`src/rtl/nishit_mult_pkg.sv`:
```
// nishit_mult_pkg: shared widths and types for the pipelined 4x4 multiplier.
package nishit_mult_pkg;
    localparam int WIDTH  = 4;
    localparam int PROD_W = 2 * WIDTH;
    typedef logic [WIDTH-1:0]  operand_t;
    typedef logic [PROD_W-1:0] product_t;
    typedef operand_t [WIDTH-1:0] pp_array_t;
endpackage

```
`src/rtl/mult_pp_adder.sv`:
```
// mult_pp_adder: sums the registered partial-product rows, row i weighted by 2^i.
module mult_pp_adder
    import nishit_mult_pkg::*;
(
    input  pp_array_t pp,
    output product_t  sum
);
    always_comb begin
        sum = '0;
        for (int i = 0; i < WIDTH; i++) sum = sum + (product_t'(pp[i]) << i);
    end
endmodule

```
`src/rtl/nishit0072e_multiplier.sv`:
```
// nishit0072e_multiplier: two-stage pipelined 4x4 unsigned multiplier on the Tiny Tapeout pin set.
// Define MULT_VALID_EN to drive a product-valid flag on uio_out[0].
module nishit0072e_multiplier
    import nishit_mult_pkg::*;
(
    input  logic       clk,
    input  logic       rst,
    input  logic       ena,
    input  logic [7:0] ui_in,
    output logic [7:0] uo_out,
    input  logic [7:0] uio_in,
    output logic [7:0] uio_out,
    output logic [7:0] uio_oe
);
    operand_t  a, b;
    pp_array_t pp_d, pp_q;
    product_t  sum, prod_q;
    logic      unused_uio;
    assign a = ui_in[WIDTH-1:0];
    assign b = ui_in[PROD_W-1:WIDTH];
    assign unused_uio = &{1'b0, uio_in};
    always_comb begin
        pp_d = '0;
        for (int i = 0; i < WIDTH; i++) pp_d[i] = {WIDTH{b[i]}} & a;
    end
    mult_pp_adder u_adder (.pp(pp_q), .sum(sum));
    always_ff @(posedge clk or posedge rst) begin
        if (rst) begin
            pp_q   <= '0;
            prod_q <= '0;
        end else if (ena) begin
            pp_q   <= pp_d;
            prod_q <= sum;
        end
    end
    assign uo_out = prod_q;
`ifdef MULT_VALID_EN
    logic v1_q, v2_q;
    always_ff @(posedge clk or posedge rst) begin
        if (rst) begin
            v1_q <= 1'b0;
            v2_q <= 1'b0;
        end else if (ena) begin
            v1_q <= 1'b1;
            v2_q <= v1_q;
        end
    end
    assign uio_out = {7'b0, v2_q};
    assign uio_oe  = 8'h01;
`else
    assign uio_out = 8'h00;
    assign uio_oe  = 8'h00;
`endif
endmodule

```
`config.mk`:
```
export PLATFORM = sky130hd
export DESIGN_NAME = nishit0072e_multiplier
export DESIGN_NICKNAME = d
export VERILOG_FILES = /design/src/rtl/nishit_mult_pkg.sv /design/src/rtl/mult_pp_adder.sv /design/src/rtl/nishit0072e_multiplier.sv
export SDC_FILE = /design/constraint.sdc
export NUM_CORES = 1
export LEC_CHECK = 0
export ABC_AREA = 1
export BUFFER_PORTS_ARGS = -buffer_cell sky130_fd_sc_hd__buf_2
export CAP_MARGIN = 20
export CORE_MARGIN = 2
export CORE_UTILIZATION = 46
export DETAILED_ROUTE_END_ITERATION = 12
export PLACE_DENSITY = 0.75
export SLEW_MARGIN = 0
export SYNTH_ARGS = -nofsm -noshare
export SYNTH_HDL_FRONTEND = slang
export SYNTH_SLANG_ARGS = --single-unit
```
`constraint.sdc`:
```
create_clock -name clk -period 2.18 [get_ports clk]
set_input_delay 0.218 -clock clk [delete_from_list [all_inputs] [get_ports clk]]
set_output_delay 0.218 -clock clk [all_outputs]
set_load 0.01 [all_outputs]
```
==> impl_metrics.tcl, run 1 <==
set metrics [dict create \
    status "complete, but fails checks" \
    violated_checks "setup timing" \
    dr_total_vias 1026 \
    grt_remaining_overflow 0 \
    cts_buffers 3 \
    worstPathArrival_ns 2.65 \
    unrepaired_setup_endpoints_after_global_routing "yes" \
    syn-instance-count 158 \
    synth-warning-count 0 \
    synthTopCellsByArea "dfrtp_1, nand2_1, ha_1, buf_4, fa_1" \
    crit_path_max_fanout 3 \
    finalWirelength_um 2340 \
    holdWs_ns 0.134 \
    n_fill_cell 288 \
    via_count_of_the_first_global_routing_pass 889 \
    drt_pre_antenna_iters 4 \
    gpl.final_weighted_congestion 0.785 \
    ir_drop_mv 0.255 \
    post_syn_area_mm2 0.00142 \
    maxSlewViolCount 0 \
    largest_net_degree_at_the_start_of_global_routing 27 \
    post_dp_cell_area_mm2 0.00150 \
    n_antenna_cell 0 \
    ys_seq_area_frac 0.422 \
    initial_cell_density_of_the_core 0.474 \
    ys_dominant_reg_cell "dfrtp_1" \
    synthesized_area_per_cell_um2 9.00 \
    timing.final.crit_share 1.10 \
    post_synth_most_frequent_cells "nand2_1, dfrtp_1, inv_1" \
    die_y_um 59.6 \
    grtUsageTotal 0.146 \
    tritoncts "built" \
    clock_insertion_delay_worst_skew_ns 0.32 \
    crit_end_category "flip-flop" \
    p_leak_nw 0.900 \
    setup.worst_path.class "flip-flop to flip-flop" \
    synth_most_common_cell "nand2_1" \
    layout-area-overhead-vs-synth_pct 12.3 \
    dr.first_iter.drc_count 19 \
    fmax_mhz 419 \
    required_ns 2.45 \
    total_power_mw 1.16 \
    holdCritPathClass "input pin to flip-flop" \
    category_of_the_worst_setup_path_launch_point "flip-flop" \
    setup_viol 3 \
    detailedPlace.worstSlack_ns -0.201 \
    seqCellArea_um2 601 \
    cts_clk_pin_slew_worst_paths_ns 0.14 \
    finClkSkew_ns 0.00633 \
    design.core.area_mm2 0.00300 \
    die_w_um 59.6 \
    cts.sinks 24 \
    cts-root-buf "clkbuf_4" \
    detail_route.wl_per_cell_um 10.7 \
    clockBufferDepth 2 \
    timing.final.ws_setup_ns -0.209 \
    design.final.nets 220 \
    dp_hpwl_um 1750 \
    drc_errors 0 \
    p_per_area_mw_per_mm2 727 \
    final_period_minus_worst_setup_slack_ns 2.39 \
    synth-async-reset-ratio 1.00 \
    yosys_reg_bits 24 \
    route.detailed.vias_per_inst 4.71 \
    placed_cells 209 \
    synth_largest_area_cell "dfrtp_1" \
    core_util_final 0.532 \
    final_layout_size_suffix_gt1_frac 0.232 \
    grt_pass1_wl_um 3820 \
    place.port_buffers 18 \
    synth_cell_types 18 \
    cap_violations 0 \
    postRouteAntennaNets 0 \
    fp.dieArea_mm2 0.00355 \
    cts_h_tree_depth 1 \
    number_of_flops_mapped_to_enable_cells_by_yosys 0 \
    antenna_found_initial 0 \
    placement_rows 20 \
    multiInputGateArea_um2 643 \
    setup_tns_ns -0.453 \
    synth.top_cell.area_share 0.422 \
    ports 43 \
    post-route-cell-area_mm2 0.00160 \
    timing_hold_violations_final 0 \
    final_cell_count_without_fillers 218 \
]
-- cells in the final DEF, fill, tap and decap left out --
| cell type | n |
|---|---|
| conb_1 | 16 |
| o21ai_0 | 4 |
| o21ai_2 | 1 |
| nand3_2 | 1 |
| inv_2 | 4 |
| o21ai_1 | 6 |
| o22ai_1 | 3 |
| ha_4 | 1 |
| clkbuf_4 | 3 |
| buf_2 | 18 |
| fa_2 | 1 |
| o22ai_2 | 1 |
| dlygate4sd3_1 | 1 |
| bufinv_16 | 1 |
| nand3_1 | 14 |
| nand2_2 | 2 |
| inv_4 | 1 |
| nand2_1 | 37 |
| dfrtp_1 | 24 |
| buf_4 | 9 |
| fa_1 | 4 |
| a21oi_1 | 2 |
| inv_1 | 19 |
| nor2_1 | 3 |
| ha_1 | 9 |
-- critical path: stages (launching register included) --
cell and delay, ns:
dfrtp_1 0.41, inv_2 0.07, fa_1 0.45, fa_1 0.52
inv_2 0.05, ha_4 0.15, fa_2 0.37, nand2_2 0.08
nand2_1 0.05, nand3_1 0.06, nand3_1 0.07, nand2_1 0.07
-- registers in the layout (all words and copies together) (netlist names) --
signal	cells
uo_out	8
pp_q	16
-- repair_timing --
action                                  in CTS  in global routing
hold buffers                                 1                  0
gates cloned                                 0                  0
endpoints found under the hold margin       24                  0
setup buffers                                2                  2
pin swaps                                    2                  4
resized for setup                            1                  1
endpoints found under the setup margin       3                  4
-- cells by family (layout without fill, tap and decap cells) --
family | after synthesis | after routing | synth area share
fa+ha+maj | 15 | 15 | 0.158
buf+inv | 44 | 56 | 0.181
simple gates | 57 | 57 | 0.165
other cells | 1 | 16 | 0.00264
compound gates | 17 | 17 | 0.0704
flops | 24 | 24 | 0.422
-- power by group --
group	internal (mW)	total, mW	switching (mW)
registers	0.501	0.527	0.0261
logic	0.128	0.312	0.184
clock network	0.186	0.324	0.138
total	0.814	1.16	0.348
-- cell type report --
type                       count  share of cell area
inverter                      24              0.0579
tap                           33              0.0258
clock buffer                   3              0.0141
timing repair buffer          28               0.105
sequential                    24               0.376
multi-input combinational    105               0.403
clock inverter                 1              0.0188
-- worst paths after layout --
check	startpoint	end	slack, ns	depth (start not counted)
min in group asynchronous	rst	uo_out[3]	0.47	4
max reg2reg	pp_q[9]	uo_out[7]	-0.21	11
min	ui_in[4]	pp_q[3]	0.13	3
min reg2reg	uo_out[3]	uo_out[3]	0.48	2
max	pp_q[9]	uo_out[7]	-0.21	11
max in group asynchronous	rst	pp_q[9]	1.48	4
-- layer usage --
layer  wire, µm  up-vias  track usage  part of all wire
met2       1090       35        0.231              0.47
met5          0        -            0                 0
met1       1110      468        0.199              0.47
li1           -      518            -                 -
met3         98        5       0.0218             0.042
met4         41        0       0.0667             0.018
(Power assumes the default switching activity.)
==> inputs of run 2 (changes only) <==
--- a/config.mk
+++ b/config.mk
@@ -10,6 +10,7 @@
 export CAP_MARGIN = 20
 export CORE_MARGIN = 2
 export CORE_UTILIZATION = 46
+export CTS_BUF_LIST = sky130_fd_sc_hd__clkbuf_16
 export DETAILED_ROUTE_END_ITERATION = 12
 export PLACE_DENSITY = 0.75
 export SLEW_MARGIN = 0
==> impl_metrics.tcl, run 2 (synthesized netlist as in run 1, its figures left out) <==
set metrics [dict create \
    route.detailed.vias_per_inst 4.77 \
    ports 43 \
    required_ns 2.38 \
    cts_clk_pin_slew_worst_paths_ns 0.06 \
    cts_h_tree_depth 1 \
    grt_pass1_wl_um 4150 \
    worstRegToRegCells 11 \
    violated_checks "hold timing, setup timing" \
    largest_register_ffs 16 \
    layout.cells.most_common "nand2_1" \
    dr_total_vias 1036 \
    antenna_found_initial 0 \
    clkPwrFrac 0.383 \
    largest_net_degree_at_the_start_of_global_routing 27 \
    dp_hpwl_um 1750 \
    ir_drop_mv 0.341 \
    placement_rows 20 \
    p_per_area_mw_per_mm2 838 \
    place.port_buffers 18 \
    power_frac_seq 0.384 \
    via_count_of_the_first_global_routing_pass 901 \
    detail_route.wl_per_cell_um 11.8 \
    netSwitchingFraction 0.277 \
    r2r_setup_slack_ns -0.19 \
    drc_errors 0 \
    max_flop_register "pp_q" \
    cts-root-buf "clkbuf_16" \
    cts_buffers 3 \
    holdWs_ns -0.0120 \
    status "complete, but fails checks" \
    fmax_mhz 422 \
    timing_hold_violations_final 24 \
    final_period_minus_worst_setup_slack_ns 2.37 \
    n_antenna_cell 0 \
    p_int_uw 994 \
    design.final.nets 219 \
    timing.rr.start "pp_q[6]" \
    p_leak_nw 0.919 \
    category_of_the_worst_setup_path_launch_point "flip-flop" \
    ctsHoldBuffers 0 \
    drt_pre_antenna_iters 4 \
    setup_viol 3 \
    total_switching_power_uw 381 \
    maxSlewViolCount 0 \
    holdCritPathClass "input pin to async pin" \
    gpl.final_weighted_congestion 0.785 \
    timing.critical_path.from "pp_q[6]" \
    grtUsageTotal 0.159 \
    grt_remaining_overflow 0 \
    leading_cell_types_in_the_layout_fill_and_taps_excluded "nand2_1, dfrtp_1, inv_1" \
    comb_power_share 0.233 \
    unrepaired_setup_endpoints_after_global_routing "yes" \
    crit_end_category "flip-flop" \
    fp.dieArea_mm2 0.00355 \
    rr_endpoint "uo_out[7]" \
    finalWirelength_um 2560 \
    cts.sinks 24 \
    clock_insertion_delay_worst_skew_ns 0.26 \
    tritoncts "built" \
    cap_violations 0 \
    worstSetupEndpoint "uo_out[7]" \
    dr.first_iter.drc_count 21 \
    initial_cell_density_of_the_core 0.474 \
    finClkSkew_ns 0.00362 \
    timing.final.ws_setup_ns -0.189 \
    die_w_um 59.6 \
    crit_path_max_fanout 3 \
    setup.worst_path.class "flip-flop to flip-flop" \
    clockBufferDepth 2 \
    worstPathArrival_ns 2.57 \
    final_layout_size_suffix_gt1_frac 0.234 \
    layout-area-overhead-vs-synth_pct 15.3 \
    core_util_final 0.546 \
    design.core.area_mm2 0.00300 \
    timing.final.crit_share 1.09 \
    die_y_um 59.6 \
    postRouteAntennaNets 0 \
]
==> run 2: cell count changes in the layout (fill, tap and decap cells not counted), sizes merged <==
| cell | delta |
|---|---|
| dlygate4sd3 | -1 |
==> run 2: layout make-up <==
type / instances / area [µm²]
repair buffers: 27 / 158
flip-flops and latches: 24 / 601
clock buffers: 3 / 75.1
inverters: 24 / 92.6
clock inverters: 1 / 30.0
multi-input cells: 105 / 643
well taps: 33 / 41.3
fillers: 277 / 1360
==> run 2: metal layers <==
| layer | global-route usage | share of wire | vias to the layer above |
|---|---|---|---|
| met2 | 0.246 | 0.48 | 39 |
| met5 | 0 | 0 | - |
| li1 | - | - | 517 |
| met1 | 0.228 | 0.46 | 475 |
| met4 | 0.0476 | 0.011 | 0 |
| met3 | 0.0284 | 0.055 | 5 |
==> run 2: stage by stage <==
step / instances / setup TNS, ns / cell area [µm²] / total power, mW / setup WS (ns)
2_1_floorplan: 173 / -0.0979 / 1500 / 0.772 / -0.0779
3_3_place_gp: 209 / -0.327 / 1500 / 0.828 / -0.168
5_1_grt: 217 / -0.657 / 1640 / 1.45 / -0.264
4_1_cts: 215 / -0.425 / 1620 / 1.38 / -0.192
3_5_place_dp: 209 / -0.432 / 1500 / 0.838 / -0.201
6_report: 217 / -0.395 / 1640 / 1.38 / -0.189
==> run 2: worst min-delay path by stage <==
stage,from,to,slack [ns],depth (start not counted)
6_report,rst,uo_out[1],-0.01,3
5_1_grt,rst,uo_out[1],0.03,3
4_1_cts,rst,uo_out[3],0.006,3
3_5_place_dp,rst,uo_out[3],0.28,3
3_3_place_gp,rst,uo_out[2],0.27,3
2_1_floorplan,rst,pp_q[0],0.23,1
==> run 2: worst max-delay path, stage by stage (launching register included) <==
cell and delay [ns]:
dfrtp_1 0.38, inv_2 0.07, fa_1 0.44, fa_1 0.51, inv_2 0.05, ha_4 0.15
fa_2 0.37, nand2_2 0.08, nand2_1 0.05, nand3_1 0.06, nand3_1 0.07, nand2_1 0.07
==> run 2: repair_timing <==
| item | in CTS | in global routing |
|---|---|---|
| endpoints found under the setup margin | 3 | 4 |
| pin swaps | 3 | 1 |
| endpoints found under the hold margin | 0 | 0 |
| resized for setup | 1 | 1 |
| buffers inserted | 2 | 2 |
==> run 2: power by group through the flow <==
stage | Combinational, mW | Clock (mW) | Sequential (mW)
after floorplan | 0.221 | 0 | 0.552
after global placement | 0.293 | 0 | 0.535
after detailed placement | 0.302 | 0 | 0.536
after CTS | 0.317 | 0.531 | 0.529
after global routing | 0.366 | 0.547 | 0.536
final | 0.320 | 0.527 | 0.528
==> inputs of run 3 (changes only) <==
--- a/config.mk
+++ b/config.mk
@@ -16,4 +16,5 @@
 export SLEW_MARGIN = 0
 export SYNTH_ARGS = -nofsm -noshare
 export SYNTH_HDL_FRONTEND = slang
+export SYNTH_HIERARCHICAL = 1
 export SYNTH_SLANG_ARGS = --single-unit
==> impl_metrics.tcl, run 3 <==
set metrics [dict create \
    ys_dominant_reg_cell "dfrtp_1" \
    die_w_um 59.9 \
    number_of_flops_mapped_to_enable_cells_by_yosys 0 \
    relSlewSlack 0.409 \
    holdWs_ns 0.147 \
    max_flop_register "pp_q" \
    synth_cell_types 16 \
    path_cells "fa_1 -> ha_2 -> fa_2 -> ha_4 -> fa_2 -> a21oi_2 -> o21bai_1 -> nand2_1 -> nand2_1" \
    post_dp_cell_area_mm2 0.00149 \
    cts_h_tree_depth 1 \
    finalWirelength_um 2540 \
    syn-instance-count 157 \
    critical_path.slowest_cell "fa_1" \
    timing.final.ws_setup_ns -0.367 \
    fmax_mhz 393 \
    synth.top_cell.area_share 0.418 \
    clock_insertion_delay_worst_skew_ns 0.25 \
    post_synth_most_frequent_cells "nand2_1, dfrtp_1, nand3_1" \
    p_int_uw 878 \
    n_antenna_cell 0 \
    final_cell_count_without_fillers 211 \
    synthTopCellsByArea "dfrtp_1, nand2_1, buf_4, ha_1, nand3_1" \
    synth-async-reset-ratio 1.00 \
    ports 43 \
    design.final.nets 212 \
    finClkSkew_ns 0.00107 \
    power_frac_seq 0.434 \
    layout.cells.most_common "nand2_1" \
    netSwitchingFraction 0.288 \
    detail_route.wl_per_cell_um 12.1 \
    worst-path-buf-inv 0 \
    clkPwrFrac 0.315 \
    cts_clk_pin_slew_worst_paths_ns 0.06 \
    setup_viol 4 \
    placed_cells 206 \
    dp_hpwl_um 1820 \
    layout-area-overhead-vs-synth_pct 11.3 \
    synthesized_area_per_cell_um2 9.14 \
    leading_cell_types_in_the_layout_fill_and_taps_excluded "nand2_1, dfrtp_1, nand3_1" \
    crit_path_max_fanout 2 \
    gpl.final_weighted_congestion 0.779 \
    cpPeakStageDelay_ns 0.55 \
    design.core.area_mm2 0.00300 \
    largest_net_degree_at_the_start_of_global_routing 26 \
    drt_pre_antenna_iters 5 \
    route.detailed.vias_per_inst 4.91 \
    cap_violations 0 \
    timing.final.crit_share 1.17 \
    status "complete, but fails checks" \
    p_per_area_mw_per_mm2 772 \
    cts.sinks 24 \
    timing_hold_violations_final 0 \
    comb_power_share 0.250 \
    post-route-cell-area_mm2 0.00160 \
    placement_rows 20 \
    total_switching_power_uw 356 \
    crit_end_category "flip-flop" \
    synth-warning-count 6 \
    maxSlewViolCount 0 \
    final_layout_size_suffix_gt1_frac 0.230 \
    place.port_buffers 18 \
    grtUsageTotal 0.158 \
    ir_drop_mv 0.572 \
    post_syn_area_mm2 0.00144 \
    yosys_reg_bits 24 \
    cts-root-buf "clkbuf_16" \
    timing_worst_slew_pin_value_ns 0.885 \
    category_of_the_worst_setup_path_launch_point "flip-flop" \
    largest_register_ffs 16 \
    dr_total_vias 1035 \
    holdCritPathClass "input pin to async pin" \
    cts_buffers 3 \
    dr.first_iter.drc_count 46 \
    setup.worst_path.class "flip-flop to flip-flop" \
    grt_remaining_overflow 0 \
    p_leak_nw 0.907 \
    synth_largest_area_cell "dfrtp_1" \
    ys_seq_area_frac 0.418 \
    setup_tns_ns -1.30 \
    cp_top_family "adder cells" \
    final_period_minus_worst_setup_slack_ns 2.55 \
    worstPathArrival_ns 2.69 \
    total_power_mw 1.23 \
    drc_errors 0 \
    violated_checks "setup timing" \
    required_ns 2.33 \
    initial_cell_density_of_the_core 0.478 \
    antenna_found_initial 0 \
    tritoncts "built" \
    clockBufferDepth 2 \
    synth_most_common_cell "nand2_1" \
    die_y_um 59.9 \
    grt_pass1_wl_um 4170 \
    via_count_of_the_first_global_routing_pass 991 \
    postRouteAntennaNets 0 \
    unrepaired_setup_endpoints_after_global_routing "yes" \
    fp.dieArea_mm2 0.00358 \
]
## run 3: logic make-up after synthesis
kind of cell	share of synthesized area
other cells	0.00261
simple gates	0.251
buf+inv	0.155
fa+ha+maj	0.143
flops	0.418
xor+xnor	0.0122
compound gates	0.0174
## run 3: path summary, 6_finish.rpt
| check | from | endpoint | slack [ns] | cells after the start |
|---|---|---|---|---|
| setup / recovery | pp_q[2] | uo_out[7] | -0.37 | 9 |
| hold / removal | rst | uo_out[0] | 0.15 | 2 |
| setup reg to reg | pp_q[2] | uo_out[7] | -0.37 | 9 |
| hold reg to reg | uo_out[4] | uo_out[4] | 0.47 | 2 |
| max in group asynchronous | rst | pp_q[2] | 1.49 | 2 |
| min in group clk | ui_in[0] | pp_q[4] | 0.24 | 3 |
## run 3: power groups by stage
| stage | Combinational [mW] | Sequential [mW] | Clock (mW) |
|---|---|---|---|
| finish | 0.309 | 0.536 | 0.389 |
| floorplan | 0.212 | 0.557 | 0 |
| global placement | 0.280 | 0.540 | 0 |
| CTS | 0.302 | 0.536 | 0.398 |
| global route | 0.355 | 0.543 | 0.415 |
| detailed placement | 0.291 | 0.543 | 0 |
## run 3: cell type report
type | count | area, µm²
repair buffers | 24 | 135
clock inverters | 1 | 3.75
multi-input cells | 120 | 712
clock buffers | 3 | 75.1
well taps | 33 | 41.3
fillers | 271 | 1410
inverters | 6 | 30.0
flip-flops and latches | 24 | 601
## run 3: through the flow
| stage | setup WS, ns | util |
|---|---|---|
| finish | -0.367 | 0.532 |
| floorplan | -0.275 | - |
| CTS | -0.363 | 0.528 |
| detailed placement | -0.366 | 0.496 |
| global placement | -0.314 | 0.496 |
| global route | -0.444 | 0.532 |
## run 3: per-layer routing
| metal | GRT usage | vias up | part of all wire |
|---|---|---|---|
| met5 | 0 | - | 0 |
| li1 | - | 507 | - |
| met1 | 0.198 | 491 | 0.47 |
| met3 | 0.0519 | 2 | 0.053 |
| met2 | 0.255 | 35 | 0.47 |
| met4 | 0.0571 | 0 | 0.0067 |
## run 3: what timing repair did
action / in CTS / in global routing
hold buffers: 0 / 0
setup buffers: 1 / 0
hold endpoints to repair: 0 / 0
pin swaps: 1 / 1
gates resized for setup: 1 / 1
setup endpoints to repair: 4 / 4
